<file path="config.mk">
export PLATFORM = sky130hd
export DESIGN_NAME = pc_sequencer
export DESIGN_NICKNAME = d
export VERILOG_FILES = /design/src/rtl/pc_sequencer.sv
export SDC_FILE = /design/constraint.sdc
export NUM_CORES = 1
export LEC_CHECK = 0
export ABC_AREA = 1
export CAP_MARGIN = 20
export CORE_MARGIN = 1
export CORE_UTILIZATION = 46
export CTS_BUF_LIST = sky130_fd_sc_hd__clkbuf_8 sky130_fd_sc_hd__clkbuf_16
export CTS_CLUSTER_SIZE = 10
export DETAILED_ROUTE_END_ITERATION = 10
export PLACE_DENSITY = 0.78
export SLEW_MARGIN = 5
export SYNTH_ARGS = -nofsm -noshare
export SYNTH_HDL_FRONTEND = slang
export SYNTH_SLANG_ARGS = --single-unit
</file>
<file path="constraint.sdc">
create_clock -name clk -period 1.66 [get_ports clk]
set_input_delay 0.249 -clock clk [delete_from_list [all_inputs] [get_ports clk]]
set_output_delay 0.249 -clock clk [all_outputs]
set_load 0.005 [all_outputs]
</file>
<file path="src/rtl/pc_sequencer.sv">
// pc_sequencer
// Controls the core's program counter. It holds the PC in reset until
// start, issues branch commands from decoded instructions and ALU flags,
// inserts a one-cycle squash bubble after each taken branch, and freezes
// the PC on memory stalls, halt instructions and stall timeouts.
//
// Ports
//   clk          system clock, rising edge
//   reset        synchronous, active-low
//   start        level; IDLE -> RUN, and DONE/ERROR -> IDLE
//   instr_valid  decoder presents an instruction this cycle
//   is_branch    decoded instruction is a branch
//   is_halt      decoded instruction is halt
//   cond         00 always, 01 zero, 10 negative, 11 not-zero
//   br_offset    signed branch offset, forwarded unmodified
//   flag_zero    ALU zero flag
//   flag_neg     ALU negative flag
//   mem_stall    data memory busy; PC must not advance
//   pc_reset     program_counter reset (active-high)
//   pc_halt      program_counter hold
//   pc_branch    program_counter branch (PC += pc_offset)
//   pc_offset    branch offset, zero whenever pc_branch is low
//   done         halt instruction reached
//   stall_err    stall timeout occurred
//   taken_count  taken branches since leaving IDLE, saturating at 255
module pc_sequencer #(
  parameter int OFFSET_W = 8,
  parameter int TIMEOUT  = 16
) (
  input  logic                clk,
  input  logic                reset,
  input  logic                start,
  input  logic                instr_valid,
  input  logic                is_branch,
  input  logic                is_halt,
  input  logic [1:0]          cond,
  input  logic [OFFSET_W-1:0] br_offset,
  input  logic                flag_zero,
  input  logic                flag_neg,
  input  logic                mem_stall,
  output logic                pc_reset,
  output logic                pc_halt,
  output logic                pc_branch,
  output logic [OFFSET_W-1:0] pc_offset,
  output logic                done,
  output logic                stall_err,
  output logic [7:0]          taken_count
);

  typedef enum logic [2:0] {
    IDLE   = 3'd0,
    RUN    = 3'd1,
    BUBBLE = 3'd2,
    DONE   = 3'd3,
    ERROR  = 3'd4
  } state_t;

  // Counter value seen on the last tolerated stall cycle; one more stall
  // at this value makes TIMEOUT consecutive stalled cycles.
  localparam logic [7:0] STALL_LAST = 8'(TIMEOUT - 1);

  state_t     state_reg, state_next;
  logic [7:0] stall_cnt_reg, stall_cnt_next;
  logic [7:0] taken_cnt_reg, taken_cnt_next;
  logic       cond_true;
  logic       taken;

  always_comb begin
    cond_true = 1'b1;
    case (cond)
      2'b00:   cond_true = 1'b1;
      2'b01:   cond_true = flag_zero;
      2'b10:   cond_true = flag_neg;
      default: cond_true = ~flag_zero;
    endcase
  end

  assign taken       = instr_valid & is_branch & cond_true;
  assign taken_count = taken_cnt_reg;

  always_ff @(posedge clk) begin
    if (!reset) begin
      state_reg     <= IDLE;
      stall_cnt_reg <= 8'd0;
      taken_cnt_reg <= 8'd0;
    end else begin
      state_reg     <= state_next;
      stall_cnt_reg <= stall_cnt_next;
      taken_cnt_reg <= taken_cnt_next;
    end
  end

  always_comb begin
    state_next     = state_reg;
    stall_cnt_next = stall_cnt_reg;
    taken_cnt_next = taken_cnt_reg;
    pc_reset       = 1'b0;
    pc_halt        = 1'b1;
    pc_branch      = 1'b0;
    pc_offset      = '0;
    done           = 1'b0;
    stall_err      = 1'b0;

    case (state_reg)
      IDLE: begin
        pc_reset       = 1'b1;
        stall_cnt_next = 8'd0;
        taken_cnt_next = 8'd0;
        if (start) begin
          state_next = RUN;
        end
      end

      RUN: begin
        // Priority: stall, then halt, then taken branch, then increment.
        if (mem_stall) begin
          stall_cnt_next = stall_cnt_reg + 8'd1;
          if (stall_cnt_reg == STALL_LAST) begin
            state_next = ERROR;
          end
        end else begin
          stall_cnt_next = 8'd0;
          if (instr_valid && is_halt) begin
            state_next = DONE;
          end else if (taken) begin
            pc_halt        = 1'b0;
            pc_branch      = 1'b1;
            pc_offset      = br_offset;
            taken_cnt_next = (taken_cnt_reg == 8'hFF) ? 8'hFF : taken_cnt_reg + 8'd1;
            state_next     = BUBBLE;
          end else begin
            pc_halt = 1'b0;
          end
        end
      end

      // The instruction fetched behind a taken branch is on the wrong
      // path: hold the PC for one cycle and ignore the decoder. Stalls
      // here are not counted toward the timeout.
      BUBBLE: begin
        state_next = RUN;
      end

      DONE: begin
        done = 1'b1;
        if (start) begin
          state_next     = IDLE;
          stall_cnt_next = 8'd0;
          taken_cnt_next = 8'd0;
        end
      end

      ERROR: begin
        stall_err = 1'b1;
        if (start) begin
          state_next     = IDLE;
          stall_cnt_next = 8'd0;
          taken_cnt_next = 8'd0;
        end
      end

      default: begin
        pc_reset   = 1'b1;
        state_next = IDLE;
      end
    endcase
  end

endmodule

</file>
# --- Yosys cells after proc, flatten, opt, wreduce, memory -nomap -nowiden ---
# Index checks and enable logic that the tools add are counted.
classes:
  reduce_logical: 9
  eq_ne: 15
  mux: 30
  add_sub_neg: 2
  bitwise: 3
ops:
  columns: ["cell", "n"]
  rows:
  - ["8-bit two-way mux", 10]
  - ["8-bit case mux with 3 select lines", 2]
  - ["3-bit two-way mux", 6]
  - ["8-bit by 1-bit adder with 8-bit output (second input constant)", 2]
  - ["3-bit case mux with 4 select lines", 1]
  - ["1-bit two-way mux", 10]
  - ["8-bit by 4-bit equality test with 1-bit output (second input constant)", 1]
  - ["8-bit equality test (second input constant)", 1]
  - ["2-bit inequality test (second input constant)", 4]
  - ["3-bit by 2-bit equality test with 1-bit output (second input constant)", 2]
  - ["5-bit AND reduction", 1]
  - ["4-bit inequality test (second input constant)", 1]
  - ["4-bit AND reduction", 1]
  - ["4-bit OR reduction", 1]
  - ["3-bit by 1-bit equality test with 1-bit output (second input constant)", 1]
  - ["3-bit equality test (second input constant)", 1]
  - ["3-bit zero test", 1]
  - ["3-bit inequality test (second input constant)", 1]
  - ["1-bit case mux with 3 select lines", 1]
  - ["3-bit nonzero test", 1]
  - ["1-bit AND", 2]
  - ["2-bit by 1-bit equality test with 1-bit output (second input constant)", 1]
  - ["2-bit equality test (second input constant)", 1]
  - ["2-bit zero test", 1]
  - ["other kinds (5)", 5]
word_totals:
  input_bits: 19
  regBits: 19
  output_inout_bits: 21
  elab_cells: 62

# --- Longest topological paths before layout ---
# Gate-level depths: netlist (run 1).
depth:
  depth_word: 7
  depth_mapped: 11
  ltp_nobuf: 11

# --- Worst setup path after synthesis (run 1) ---
# No wires, ideal clock.
synth_timing:
  path_type: "register to output"
  start: "register state_reg[0]"
  end: "output port pc_offset[0]"
  required_ps: 1411
  t_arrival_ps: 1180
  path_buffers: 0
  path_slack_ps: 231
  path_stages_with_launch: 7
  path_cell_list: "dfxtp_1 nand3_2 inv_2 nand2_1 nor2_1 inv_2 nor2_1"
synth_between:
  elab_chain_cells: 2
synth_lines:
  columns: ["element", "line_no", "source"]
  rows:
  - ["from (decl)", "62", "state_t state_reg, state_next;"]
  - ["from (signal assigned)", "87", "state_reg <= state_next;"]
  - ["3-bit by 1-bit equality test with 1-bit output", "104", "case (state_reg)"]
  - ["8-bit two-way mux", "104", null]
  - ["to (decl)", "44", "output logic [OFFSET_W-1:0] pc_offset,"]
# No other way between the ends.

# --- Worst setup path in the final report (run 1) ---
layout_timing:
  start: "register state_reg[2]"
  end: "output port pc_offset[6]"
# Same word-level chain as after synthesis.

==> impl_metrics.tcl, run 1 <==
set metrics [dict create \
    fin_crit_ns 1.627 \
    worst-endpoint-required_ns 1.41 \
    finalHoldViolCount 0 \
    io_buffers 39 \
    path_max_fanout 5 \
    finalCritPeriodShare_pct 97.99 \
    synthCells 220 \
    slew_violations 0 \
    clock.fmax_mhz 614.8 \
    synth_mux_area_share_pct 0 \
    die-area_mm2 0.003079 \
    crit_slowest_cell "dfxtp_2" \
    cellPowerDensity_mw_per_mm2 1295 \
    p_int_mw 1.443 \
    io_pins 40 \
    synthTopCellsByArea "dfxtp_1 29%, nand2_1 16%, nor2_1 11%" \
    htreeDepth 1 \
    grt_pass1_vias 1325 \
    vias 1550 \
    synth_edf_count 0 \
    antenna_cells 0 \
    ys_async_sr_fraction_pct 0 \
    rsz0062_at_grt "yes" \
    synth_compound_area_share_pct 8.555 \
    switching_share_pct 43.97 \
    max_cap_viol_count 0 \
    antenna_found_initial 0 \
    clk_latency_ns 0.26 \
    vias_per_cell 4.936 \
    cp_cell_sequence "inv_2 -> nand3_2 -> inv_2 -> nand2_4 -> nor2_4 -> inv_2 -> buf_6 -> nor2_2 -> buf_2" \
    grt_max_degree 16 \
    status "complete, no violations" \
    synth_top_area_cell "dfxtp_1" \
    finClkSkew_ns 0.008179 \
    seq_area_frac_synth_pct 28.90 \
    yosys.area_share.simple_pct 46.01 \
    place_hpwl_mm 2.380 \
    crit_type "register to output pin" \
    synth_top_area_share_pct 28.90 \
    ant_nets 0 \
    drt-total-wl_mm 3.459 \
    endpoint_kind "output pin" \
    grt_pass1_wl_mm 5.554 \
    core_mm2 0.002734 \
    setup_viol 0 \
    synth_top_family_by_area "simple AND/OR/NAND/NOR gates" \
    core.rowCount 19 \
    cts_max_path_buffers 2 \
    finalNonFillerCells 314 \
    gr-total-overflow 0 \
    total_leakage_power_nw 0.9877 \
    critPathMaxStageDelay_ns 0.32 \
    hold_path.class "register to register" \
    synth-xor-area-share_pct 1.331 \
    critPathLaunchType "register" \
    cts_buffers 3 \
    synthAdderAreaFrac_pct 1.901 \
    seq_power_share_pct 25.4 \
    initial_core_util_pct 48.15 \
    synth_area_mm2 0.001316 \
    synthFlopType "dfxtp_1" \
    fin_setup_tns_ns 0 \
    dpl.cell_count 303 \
    hold_buffers 0 \
    p_sw_mw 1.133 \
    ys_types 26 \
    die_h_um 55.49 \
    ys_ff_latch 19 \
    cts_tree "done" \
    drt_iter0_markers 44 \
    p_comb_share_pct 61.9 \
    drc 0 \
    syn_nets 241 \
    fp.dieW_um 55.49 \
    cts.sinks 19 \
    synth_warnings 0 \
    p_clk_share_pct 12.7 \
    syn_avg_cell_area_um2 5.983 \
    nNetsFinal 305 \
    slew-limit-headroom_pct 70.98 \
    root_buffer "clkbuf_8" \
    detail_route.wl_per_cell_um 11.02 \
    crit_arrival_ns 1.38 \
    worst_pin_slew_ns 0.4324 \
    grt_util_all_layers_pct 22.01 \
    cp_common_cell "inv_2" \
    clk_pin_slew_ns 0.08 \
    gpl.final_weighted_congestion 0.7945 \
    area_delta_synth_final_pct 51.14 \
    first_pass_iters 4 \
    ir_drop_uv 994.4 \
    drive_above_1_share_pct 25.09 \
]
## critical path: cells and delay by family, from the launching register on
| kind | cells | cell delay, ns |
|---|---|---|
| buf+inv | 5 | 0.45 |
| simple gates | 4 | 0.34 |
| flops | 1 | 0.32 |
## logic make-up (layout without fill, tap and decap cells)
group                    count (synthesis)  after routing
XOR/XNOR                                 2              2
AO/OA/AOI/OAI                           21             21
adder cells (fa/ha/maj)                  2              2
flip-flops                              19             19
AND/OR/NAND/NOR                        132            132
buffers and inverters                   44            107
## synth_stat cells, types with 2 or more instances
library cell	n
nor3_1	2
a211oi_1	2
ha_1	2
buf_2	2
nor3b_1	4
nand2_1	55
nand2_2	4
nor2_1	38
nand3b_1	2
a21oi_1	11
inv_1	37
o21ai_0	4
nand4_1	3
dfxtp_1	19
nand3_1	19
inv_2	4
o21ai_1	2
nand3_2	2
## area by class of cell
class	instances	area, µm²
well taps	31	38.79
clock buffers	3	41.29
repair buffers	62	535.5
fillers	244	744.5
clock inverters	1	5.005
multi-input cells	157	830.8
flip-flops and latches	19	384.1
inverters	41	153.9
## final timing paths
kind	start	end	slack, ns	cells past startpoint
worst max-delay path	state_reg[2]	pc_offset[6]	0.03	9
worst min-delay path	stall_cnt_reg[2]	stall_cnt_reg[2]	0.51	2
worst max register to register	taken_count[0]	taken_count[7]	0.16	10
worst min register to register	stall_cnt_reg[2]	stall_cnt_reg[2]	0.51	2
## cells in the final DEF (no fill, tap or decap), types with 3 or more instances in the layout
cell,n
a21oi_1,11
buf_2,7
buf_4,20
buf_6,3
clkbuf_8,3
clkdlybuf4s50_1,21
dfxtp_1,16
dfxtp_2,3
dlygate4sd2_1,7
inv_1,34
inv_2,7
nand2_1,52
nand2_2,6
nand3_1,16
nand3_2,4
nand4_1,3
nor2_1,28
nor2_2,8
nor2_4,3
nor3b_1,4
o21ai_0,3
o21ai_1,3
## metal layers
layer	share of wire [%]	wire (µm)	GRT usage [%]
met5	0	0	0
met4	1.3	44	8.571
met3	4.9	170	3.513
met2	48	1676	37.52
met1	45	1568	27.71
## timing repair
item                       4_1_cts  5_1_grt
setup endpoints to repair       13       19
resized for setup               46       24
pin swaps                        8        5
setup buffers                    6        1
## power groups by stage
stage | registers, mW | logic [mW] | clock network, mW
2_1_floorplan | 0.662 | 0.998 | 0
3_3_place_gp | 0.652 | 1.51 | 0
3_5_place_dp | 0.653 | 1.52 | 0
4_1_cts | 0.649 | 1.54 | 0.340
5_1_grt | 0.667 | 1.77 | 0.355
6_report | 0.654 | 1.59 | 0.328
## stage by stage
| stage | total power, mW | hold WS, ns | cell area (µm²) | utilization, % | worst slack [ns] |
|---|---|---|---|---|---|
| floorplan | 1.660 | 0.4010 | 1316 | - | 0.2313 |
| global placement | 2.159 | 0.4847 | 1857 | 67.92 | -0.4467 |
| detailed placement | 2.177 | 0.4881 | 1857 | 67.92 | -0.5133 |
| CTS | 2.527 | 0.5051 | 1927 | 70.48 | 0.002732 |
| global route | 2.790 | 0.5508 | 1989 | 72.77 | -0.05851 |
| finish | 2.576 | 0.5080 | 1989 | 72.77 | 0.03344 |
(Power assumes the default switching activity.)
==> inputs of run 2 (changes only) <==
--- a/config.mk
+++ b/config.mk
@@ -10,9 +10,11 @@
 export CORE_MARGIN = 1
 export CORE_UTILIZATION = 46
 export CTS_BUF_LIST = sky130_fd_sc_hd__clkbuf_8 sky130_fd_sc_hd__clkbuf_16
+export CTS_CLUSTER_DIAMETER = 200
 export CTS_CLUSTER_SIZE = 10
 export DETAILED_ROUTE_END_ITERATION = 10
 export PLACE_DENSITY = 0.78
+export SKIP_LAST_GASP = 1
 export SLEW_MARGIN = 5
 export SYNTH_ARGS = -nofsm -noshare
 export SYNTH_HDL_FRONTEND = slang
==> run 2 against run 1 <==
  * The run now ends with negative setup slack left
  * Power about the same
  * Sequential cell count unchanged
  * Count of clock-buffer cells in the layout unchanged
  * Combinational power about the same
  * Cell count unchanged
  * Register-to-register slack about the same
  * Critical path depth down 2
  * Worst hold slack about the same
  * Non-clock buffer count unchanged
  * Routed wire length unchanged
  * Sequential power about the same
  * Largest cell class unchanged
  * Highest routed layer unchanged
==> impl_metrics.tcl, run 2 (synthesis results as in run 1) <==
set metrics [dict create \
    status "finished with violations" \
    violations "negative setup slack" \
    gr-total-overflow 0 \
    worst_pin_slew_ns 0.4317 \
    crit_type "input port to output pin" \
    r2r_setup_slack_ns 0.16 \
    initial_core_util_pct 48.15 \
    critical_path.startpoint "is_halt" \
    final_cell_mix "52 x nand2_1, 34 x inv_1, 28 x nor2_1, 21 x clkdlybuf4s50_1, 19 x buf_4" \
    first_pass_iters 5 \
    place_area_mm2 0.001857 \
    antenna_found_initial 0 \
    drive_above_1_share_pct 24.73 \
    slew_violations 0 \
    max_cap_viol_count 0 \
    grt_util_all_layers_pct 22.01 \
    worst-endpoint-required_ns 1.41 \
    nNetsFinal 305 \
    cellPowerDensity_mw_per_mm2 1295 \
    cts.sinks 19 \
    die-area_mm2 0.003079 \
    clock.fmax_mhz 599.7 \
    cts_buffers 3 \
    core.rowCount 19 \
    die_h_um 55.49 \
    total_leakage_power_nw 0.9904 \
    finClkSkew_ns 0.008306 \
    hold_ws_ns 0.5080 \
    drt-total-wl_mm 3.459 \
    dp_slack_ns -0.5133 \
    finalHoldViolCount 0 \
    root_buffer "clkbuf_8" \
    io_buffers 39 \
    antenna_cells 0 \
    path_max_fanout 2 \
    htreeDepth 1 \
    crit_end "pc_branch" \
    fp.dieW_um 55.49 \
    setup_viol 1 \
    grt_pass1_wl_mm 5.554 \
    layout_commonest_cell "nand2_1" \
    rr_startpoint "taken_count[0]" \
    grt_pass1_vias 1325 \
    place_hpwl_mm 2.380 \
    gpl.final_weighted_congestion 0.7945 \
    cts_tree "done" \
    min_path_cells 2 \
    endpoint_kind "output pin" \
    core_mm2 0.002734 \
    finalWorstSetupSlack_ns -0.007467 \
    slew-limit-headroom_pct 71.03 \
    rsz0062_at_grt "yes" \
    clk_latency_ns 0.26 \
    drt_iter0_markers 44 \
    power_mw 2.577 \
    finalCritPeriodShare_pct 100.4 \
    vias 1549 \
    area_delta_synth_final_pct 51.24 \
    detail_route.wl_per_cell_um 11.02 \
    ff2ff_path_depth 10 \
    hold_path.class "register to register" \
    fin_setup_tns_ns -0.007467 \
    vias_per_cell 4.933 \
    crit_arrival_ns 1.42 \
    final_cell_area_mm2 0.001991 \
    hold_buffers 0 \
    drc 0 \
    clk_pin_slew_ns 0.08 \
    io_pins 40 \
    ant_nets 0 \
    reg2reg_to "taken_count[7]" \
    critPathLaunchType "input port" \
    grt_max_degree 16 \
    ir_drop_uv 994.4 \
    fin_crit_ns 1.667 \
    cts_max_path_buffers 2 \
]
run 2: cell count changes in the layout (fill, tap and decap cells not counted), sizes merged:
cell | before | now
buf | 31 | 30
dlygate4sd2 | 7 | 8
run 2: final cells by class:
cell class	instances	area (µm²)
Clock buffer	3	41.29
Inverter	41	153.9
Tap cell	31	38.79
Sequential cell	19	384.1
Clock inverter	1	5.005
Multi-Input combinational cell	157	830.8
Fill cell	243	743.2
Timing Repair Buffer	62	536.8
run 2: worst min path at each step:
stage | start | end | slack (ns)
after global routing | stall_cnt_reg[1] | stall_cnt_reg[1] | 0.55
final | stall_cnt_reg[2] | stall_cnt_reg[2] | 0.51
after global placement | stall_cnt_reg[2] | stall_cnt_reg[2] | 0.48
after CTS | stall_cnt_reg[2] | stall_cnt_reg[2] | 0.51
after detailed placement | stall_cnt_reg[2] | stall_cnt_reg[2] | 0.49
after floorplan | reset | stall_cnt_reg[1] | 0.40
run 2: critical path: stages:
cell             delay (ns)
clkdlybuf4s50_1        0.47
nand2_2                0.08
nand3_4                0.10
nor2_4                 0.04
buf_6                  0.10
buf_4                  0.12
dlygate4sd2_1          0.25
run 2: per-stage QoR:
| step | cells | util, % |
|---|---|---|
| floorplan | 220 | - |
| global placement | 303 | 67.92 |
| detailed placement | 303 | 67.92 |
| CTS | 313 | 70.48 |
| global route | 314 | 72.81 |
| finish | 314 | 72.81 |
run 2: layer usage:
layer / share of wire (%) / global-route usage, %
met2: 48 / 37.52
met1: 45 / 27.71
met4: 1.3 / 8.571
met3: 4.8 / 3.513
met5: 0 / 0
run 2: where the power goes:
group	switching, mW	leakage [nW]	internal [mW]
combinational	0.876	0.809	0.719
clock	0.161	0.0255	0.167
sequential	0.0972	0.156	0.557
total	1.13	0.990	1.44
run 2: timing repair:
action | CTS | global route
resized for setup | 46 | 23
setup endpoints to repair | 13 | 19
buffers inserted | 6 | 1
pin swaps | 8 | 5
